$ cat src/rtl/uart_line_buffer.sv
// rtl/uart_line_buffer.sv - line buffer that collects received UART bytes and replays each line to the transmitter
module uart_line_buffer #(
  parameter int DEPTH  = 64,
  parameter int ADDR_W = 6
) (
  input  logic              clock,
  input  logic              reset,
  input  logic              i_data_avail,
  input  logic [7:0]        i_data_byte,
  input  logic              i_tx_active,
  input  logic              i_tx_done,
  output logic              o_tx_avail,
  output logic [7:0]        o_tx_byte,
  output logic              o_busy,
  output logic [ADDR_W:0]   o_count,
  output logic              o_overflow
);

  typedef enum logic [2:0] {
    COLLECT,
    LOAD,
    STROBE,
    WAIT_DONE,
    SEND_LF
  } state_t;

  localparam logic [ADDR_W:0] ONE  = {{ADDR_W{1'b0}}, 1'b1};
  localparam logic [ADDR_W:0] FULL = (ADDR_W + 1)'(DEPTH);
  localparam logic [7:0]      CR   = 8'h0D;
  localparam logic [7:0]      BS   = 8'h08;
  localparam logic [7:0]      LF   = 8'h0A;

  state_t          state;
  logic [7:0]      buffer [DEPTH];
  logic [ADDR_W:0] count;
  logic [ADDR_W:0] rd_ptr;
  logic [ADDR_W:0] next_ptr;
  logic            got_cr;
  logic            lf_wait;
  logic            store;

  assign store    = (state == COLLECT) && i_data_avail && (i_data_byte != BS);
  assign next_ptr = rd_ptr + ONE;
  assign o_busy   = (state != COLLECT);
  assign o_count  = count;

  // Buffer storage is not reset; count alone decides which entries are valid.
  always_ff @(posedge clock) begin
    if (store) begin
      buffer[count[ADDR_W-1:0]] <= i_data_byte;
    end
  end

  always_ff @(posedge clock) begin
    if (reset) begin
      state      <= COLLECT;
      count      <= '0;
      rd_ptr     <= '0;
      o_tx_avail <= 1'b0;
      o_tx_byte  <= 8'h00;
      o_overflow <= 1'b0;
      got_cr     <= 1'b0;
      lf_wait    <= 1'b0;
    end else begin
      o_tx_avail <= 1'b0;
      if (i_data_avail && (state != COLLECT)) begin
        o_overflow <= 1'b1;
      end
      case (state)
        COLLECT: begin
          if (i_data_avail) begin
            if (i_data_byte == BS) begin
              if (count != '0) begin
                count <= count - ONE;
              end
            end else begin
              count <= count + ONE;
              // A CR landing on the last free slot counts as a normal CR line.
              if ((i_data_byte == CR) || (count + ONE == FULL)) begin
                got_cr <= (i_data_byte == CR);
                state  <= LOAD;
              end
            end
          end
        end
        LOAD: begin
          rd_ptr    <= '0;
          o_tx_byte <= buffer[0];
          state     <= STROBE;
        end
        STROBE: begin
          if (!i_tx_active) begin
            o_tx_avail <= 1'b1;
            state      <= WAIT_DONE;
          end
        end
        WAIT_DONE: begin
          if (i_tx_done) begin
            rd_ptr <= next_ptr;
            if (next_ptr < count) begin
              o_tx_byte <= buffer[next_ptr[ADDR_W-1:0]];
              state     <= STROBE;
            end else if (got_cr) begin
              o_tx_byte <= LF;
              lf_wait   <= 1'b0;
              state     <= SEND_LF;
            end else begin
              count <= '0;
              state <= COLLECT;
            end
          end
        end
        SEND_LF: begin
          if (!lf_wait) begin
            if (!i_tx_active) begin
              o_tx_avail <= 1'b1;
              lf_wait    <= 1'b1;
            end
          end else if (i_tx_done) begin
            count   <= '0;
            lf_wait <= 1'b0;
            state   <= COLLECT;
          end
        end
        default: state <= COLLECT;
      endcase
    end
  end

endmodule

$ cat config.mk
export PLATFORM = sky130hd
export DESIGN_NAME = uart_line_buffer
export DESIGN_NICKNAME = d
export VERILOG_FILES = /design/src/rtl/uart_line_buffer.sv
export SDC_FILE = /design/constraint.sdc
export NUM_CORES = 1
export LEC_CHECK = 0
export BUFFER_PORTS_ARGS = -buffer_cell sky130_fd_sc_hd__clkbuf_2
export CAP_MARGIN = 20
export CELL_PAD_IN_SITES_DETAIL_PLACEMENT = 1
export CELL_PAD_IN_SITES_GLOBAL_PLACEMENT = 1
export CORE_ASPECT_RATIO = 0.7
export CORE_MARGIN = 3
export CORE_UTILIZATION = 28
export DETAILED_ROUTE_END_ITERATION = 7
export PLACE_DENSITY = 0.45
export SLEW_MARGIN = 10
export SYNTH_ARGS = -nofsm -noshare
export SYNTH_HDL_FRONTEND = slang
export SYNTH_SLANG_ARGS = --single-unit
$ cat constraint.sdc
create_clock -name clock -period 7.7 [get_ports clock]
set_input_delay 0.385 -clock clock [delete_from_list [all_inputs] [get_ports clock]]
set_output_delay 0.385 -clock clock [all_outputs]
set_load 0.01 [all_outputs]
[Word level (Yosys, flattened, before mapping)]
Memory sizes are Yosys's and may differ from the RTL's.
Cells that the tools add are included.
Operators by class
  bitwise operators: 1
  add/sub/neg operators: 3
  mux-type cells: 36
  $lt $le $gt $ge: 1
  equal/unequal tests: 20
  reductions and logical operators: 16
Operators with widths (number)
  $mux W7: 9
  $mux W3: 9
  $mux W8: 3
  $pmux W7 S3: 1
  $ne A2 B2 Y1 const B: 9
  $eq A8 B4 Y1 const B: 2
  $pmux W8 S2: 1
  $pmux W3 S5: 1
  $add A7 B1 Y7 const B: 2
  $pmux W7 S2: 1
  $mux W1: 9
  $ne A8 B4 Y1 const B: 1
  $reduce_and A4 Y1: 2
  $reduce_and A8 Y1: 1
  $eq A7 B7 Y1 const B: 1
  $lt A7 B7 Y1: 1
  $reduce_and A7 Y1: 1
  $reduce_bool A7 Y1: 1
  $sub A7 B1 Y7 const B: 1
  $eq A3 B2 Y1 const B: 2
  $reduce_bool A3 Y1: 2
  $pmux W1 S2: 2
  $reduce_bool A2 Y1: 2
  $eq A3 B1 Y1 const B: 1
  other kinds (10): 12
Storage, ports and cells
  memories kept: 1
  bits in registers: 29
  bits in writable memories: 512
  word-level logic and storage cells: 86
Memories
  buffer: words 64, bits a word 8, read ports 2, clocked after Yosys merged registers in 0, wr ports 1, RTL line 34  | logic [7:0] buffer [DEPTH];

[Logic depth before layout (Yosys ltp)]
  word-level depth: 7
  depth in mapped cells: 14
  gate-level depth less buffers: 11

[Worst setup path before layout]
No wires, ideal clock.
  kind: register to register
  start point: register rd_ptr[1]
  end point: register o_tx_byte[1]
  path buffers: 4
  stages on the path, launching flop included: 15
  clock period less this slack: 3.098 ns
  setup time: 0.117 ns
  slack: 4.602 ns
  arrival: 2.982 ns
  cell sequence: dfxtp_1 ha_1 buf_6 xnor2_4 inv_4 buf_6 buf_4 buf_2 ha_1 a21o_1 a31oi_1 o211ai_1 a31oi_1 nor2_1 a22o_1
On the way
  word-level cells in the longest chain between the ends: 5
Ends and longest elaborated chain
  from (decl): RTL line 36  | logic [ADDR_W:0] rd_ptr;
  from (signal assigned): RTL line 99  | rd_ptr <= next_ptr;
  $add A7 B1 Y7 *: RTL line 43  | assign next_ptr = rd_ptr + ONE;
  $mem_v2 Z64 W8 or $lt A7 B7 Y1 (tied branches)
  $mux W8: RTL line 100  | if (next_ptr < count) begin
  $mux W8: RTL line 98  | if (i_tx_done) begin
  $pmux W8 S2: RTL line 69  | case (state)
  to (signal assigned): RTL line 88  | o_tx_byte <= buffer[0];
  to (signal assigned): RTL line 101  | o_tx_byte <= buffer[next_ptr[ADDR_W-1:0]];
  to (decl): RTL line 13  | output logic [7:0] o_tx_byte,
Mark *: on every way between the ends. The rest lies on a longest branch, timed or not. The select of a mux whose other input is x is not followed.
A chain may end at the register's enable or synchronous reset.

[Final worst setup path]
  start point: register rd_ptr[0]
  end point: register o_tx_byte[7]
Same word-level chain as after synthesis.

==> results.ini <==
[placement]
gp_congestion=0.792
io_buffers=30
dp_hpwl_um=41200

[final_layout]
num-fill-cells=7858
layout.nets=1283
area_growth_pct=14.0
drive_gt1_frac=0.215
insertedDiodeCount=0

[setup_path]
crit_path_end_kind=register
critPathSlowestCell=dfxtp_4
cp_num_buf_inv=2
critPathKind=reg2reg
arrival_ns=5.62
worst_ep_required_time_ns=8.22
slowest_delay_ns=0.79
crit_fanout=51
start_kind=register
crit_family=compound AO/OA/AOI/OAI gates
crit_chain=ha_4 -> xnor2_4 -> buf_4 -> inv_4 -> ha_1 -> a21o_1 -> a31oi_1 -> o211ai_1 -> nor2_1 -> nand4_1 -> a311oi_1

[cts]
clkTransAtPathRegs_ns=0.07
cts_tree=done
cts_setup_buffers=0
cts.sinks=541
cts_resized=0
cts_buffer_depth=3
cts_hold_buf=1
cts_root_buf=clkbuf_16
cts_max_level=2
cts_made_buffers=54
clk_latency_ns=0.62

[synthesis]
netlist_top_cells_count=edfxtp_1 (512), mux4_2 (125), nor2_1 (95)
syn_area_mm2=0.0219
synth.distinct_cells=57
synth-main-ff-cell=edfxtp_1
netlist_instances=1218
synth-edff-count=512
synth.area.top_cells=edfxtp_1 (70%), mux4_2 (13%), dfxtp_1 (2.6%)
synth_nets=1241
ys_ff_latch=541
yosys_warnings=0
syn_avg_cell_area_um2=18.0
synthArstFlopShare=0
yosysTopAreaCell=edfxtp_1
synth_top_cell_area_share=0.700
yosysSeqAreaShare=0.727
synth.most_common_cell=edfxtp_1

[drt]
wl_um=65500
route.detailed.drc=0
drtIter0Drc=1047
wl_per_cell_um=27.9
vias_per_cell=4.96
antenna_left=0
via_count=11618
dr.pass1.iters=5

[sta]
period_needed_ns=5.11
worstMarginPinSlew_ns=1.06
min_period_over_period=0.663
whs_ns=0.133
fmax_mhz=196
rsz0062_at_grt=false
setup_viol=0
skew_ns=0.0239
final_max_slew_viol_count=0
slew_headroom=0.290
hold_viol=0
fin_setup_tns_ns=0

[floorplanning]
fp-row-count=85
die_x_um=341
start_util=0.284
die-area_mm2=0.0818
die_h_um=240
core_area_mm2=0.0773
io_pins=31

[power_and_ir_drop]
switching_share=0.210
seqPwrFrac=0.540
switchingPower_w=0.00126
p_clk_frac=0.441
peakVddDrop_v=0.000148
combPwrFrac=0.019
internal-power_w=0.00473
total_power_w=0.00599
power.leakage_nw=7.49
powerDensity_mw_per_mm2=240

[global_route]
grt_start_max_net_pins=96
grt.overflow.total=0
track_usage=0.160
grt_pass1_wl_um=93700
antenna_found_initial=4
grt_pass1_vias=12154

[outcome]
status=finished clean

[run]
max_cap_viol_count=0

[min_path]
hp-class=in2reg

## worst paths after layout
check / start / slack (ns) / end / cells past startpoint
worst max-delay path: rd_ptr[0] / 2.59 / o_tx_byte[7] / 11
worst min-delay path: i_data_avail / 0.13 / o_overflow / 3
worst max register to register: rd_ptr[0] / 2.59 / o_tx_byte[7] / 11
worst min register to register: o_overflow / 0.50 / o_overflow / 2
## sequential cells by signal, indices dropped and copies added, names as in the netlist
| name | flops |
|---|---|
| buffer | 512 |
| o_tx_byte | 8 |
| o_count | 7 |
| rd_ptr | 7 |
| state | 3 |
| got_cr | 1 |
| lf_wait | 1 |
| o_overflow | 1 |
| o_tx_avail | 1 |
## power by group through the flow
| stage | logic [W] | clock network (W) | registers (W) |
|---|---|---|---|
| floorplan | 0.0000305 | 0 | 0.00329 |
| global placement | 0.000115 | 0 | 0.00330 |
| detailed placement | 0.000115 | 0 | 0.00330 |
| CTS | 0.000116 | 0.00272 | 0.00323 |
| global route | 0.000121 | 0.00283 | 0.00323 |
| finish | 0.000111 | 0.00264 | 0.00324 |
## area by class of cell
class	instances	area [um2]	area share
flip-flops and latches	541	16000	0.638
multi-input cells	592	5600	0.224
clock buffers	63	1390	0.0554
well taps	1044	1310	0.0522
repair buffers	57	368	0.0147
clock inverters	33	338	0.0135
inverters	14	55.1	0.00220
## cell usage in the layout, fill, tap and decap left out, drive strengths merged, types with 9 or more instances in the layout
cell,synthesis,final
a211oi,13,13
a31oi,23,23
and2,14,14
buf,42,26
clkbuf,29,93
clkinv,0,23
dfxtp,29,29
edfxtp,512,512
ha,10,10
inv,14,17
mux2,9,9
mux2i,16,16
mux4,126,126
nand2,84,84
nand3,46,46
nand4,15,15
nor2,95,95
nor3,17,17
o21ai,16,16
## worst min-delay path, cell delays in order
cell	delay [ns]
clkbuf_2	0.16
a21oi_1	0.08
nor2_1	0.08
## layer usage
layer / global-route usage / share of wire
met5: 0 / 0.00020
met2: 0.228 / 0.42
met3: 0.0355 / 0.058
met1: 0.249 / 0.51
met4: 0.0352 / 0.016
## kinds of logic after synthesis
| logic type | share of synthesized area |
|---|---|
| xor gates and xnor gates | 0.00325 |
| buffers and inverters | 0.0196 |
| DFF | 0.727 |
| and+or+nand+nor | 0.0649 |
| AOI/OAI and AO/OA | 0.0383 |
| muxes | 0.141 |
| adders and majority gates | 0.00570 |
## stage by stage
stage,instance area (um2),cells,setup slack [ns],util
6_report,25000,2344,2.59,0.324
3_3_place_gp,23300,2246,2.80,0.301
5_1_grt,25000,2344,2.42,0.324
2_1_floorplan,21900,1218,4.60,-
3_5_place_dp,23300,2246,2.75,0.301
4_1_cts,25000,2343,2.73,0.323
Power figures use the tool's default switching activity.
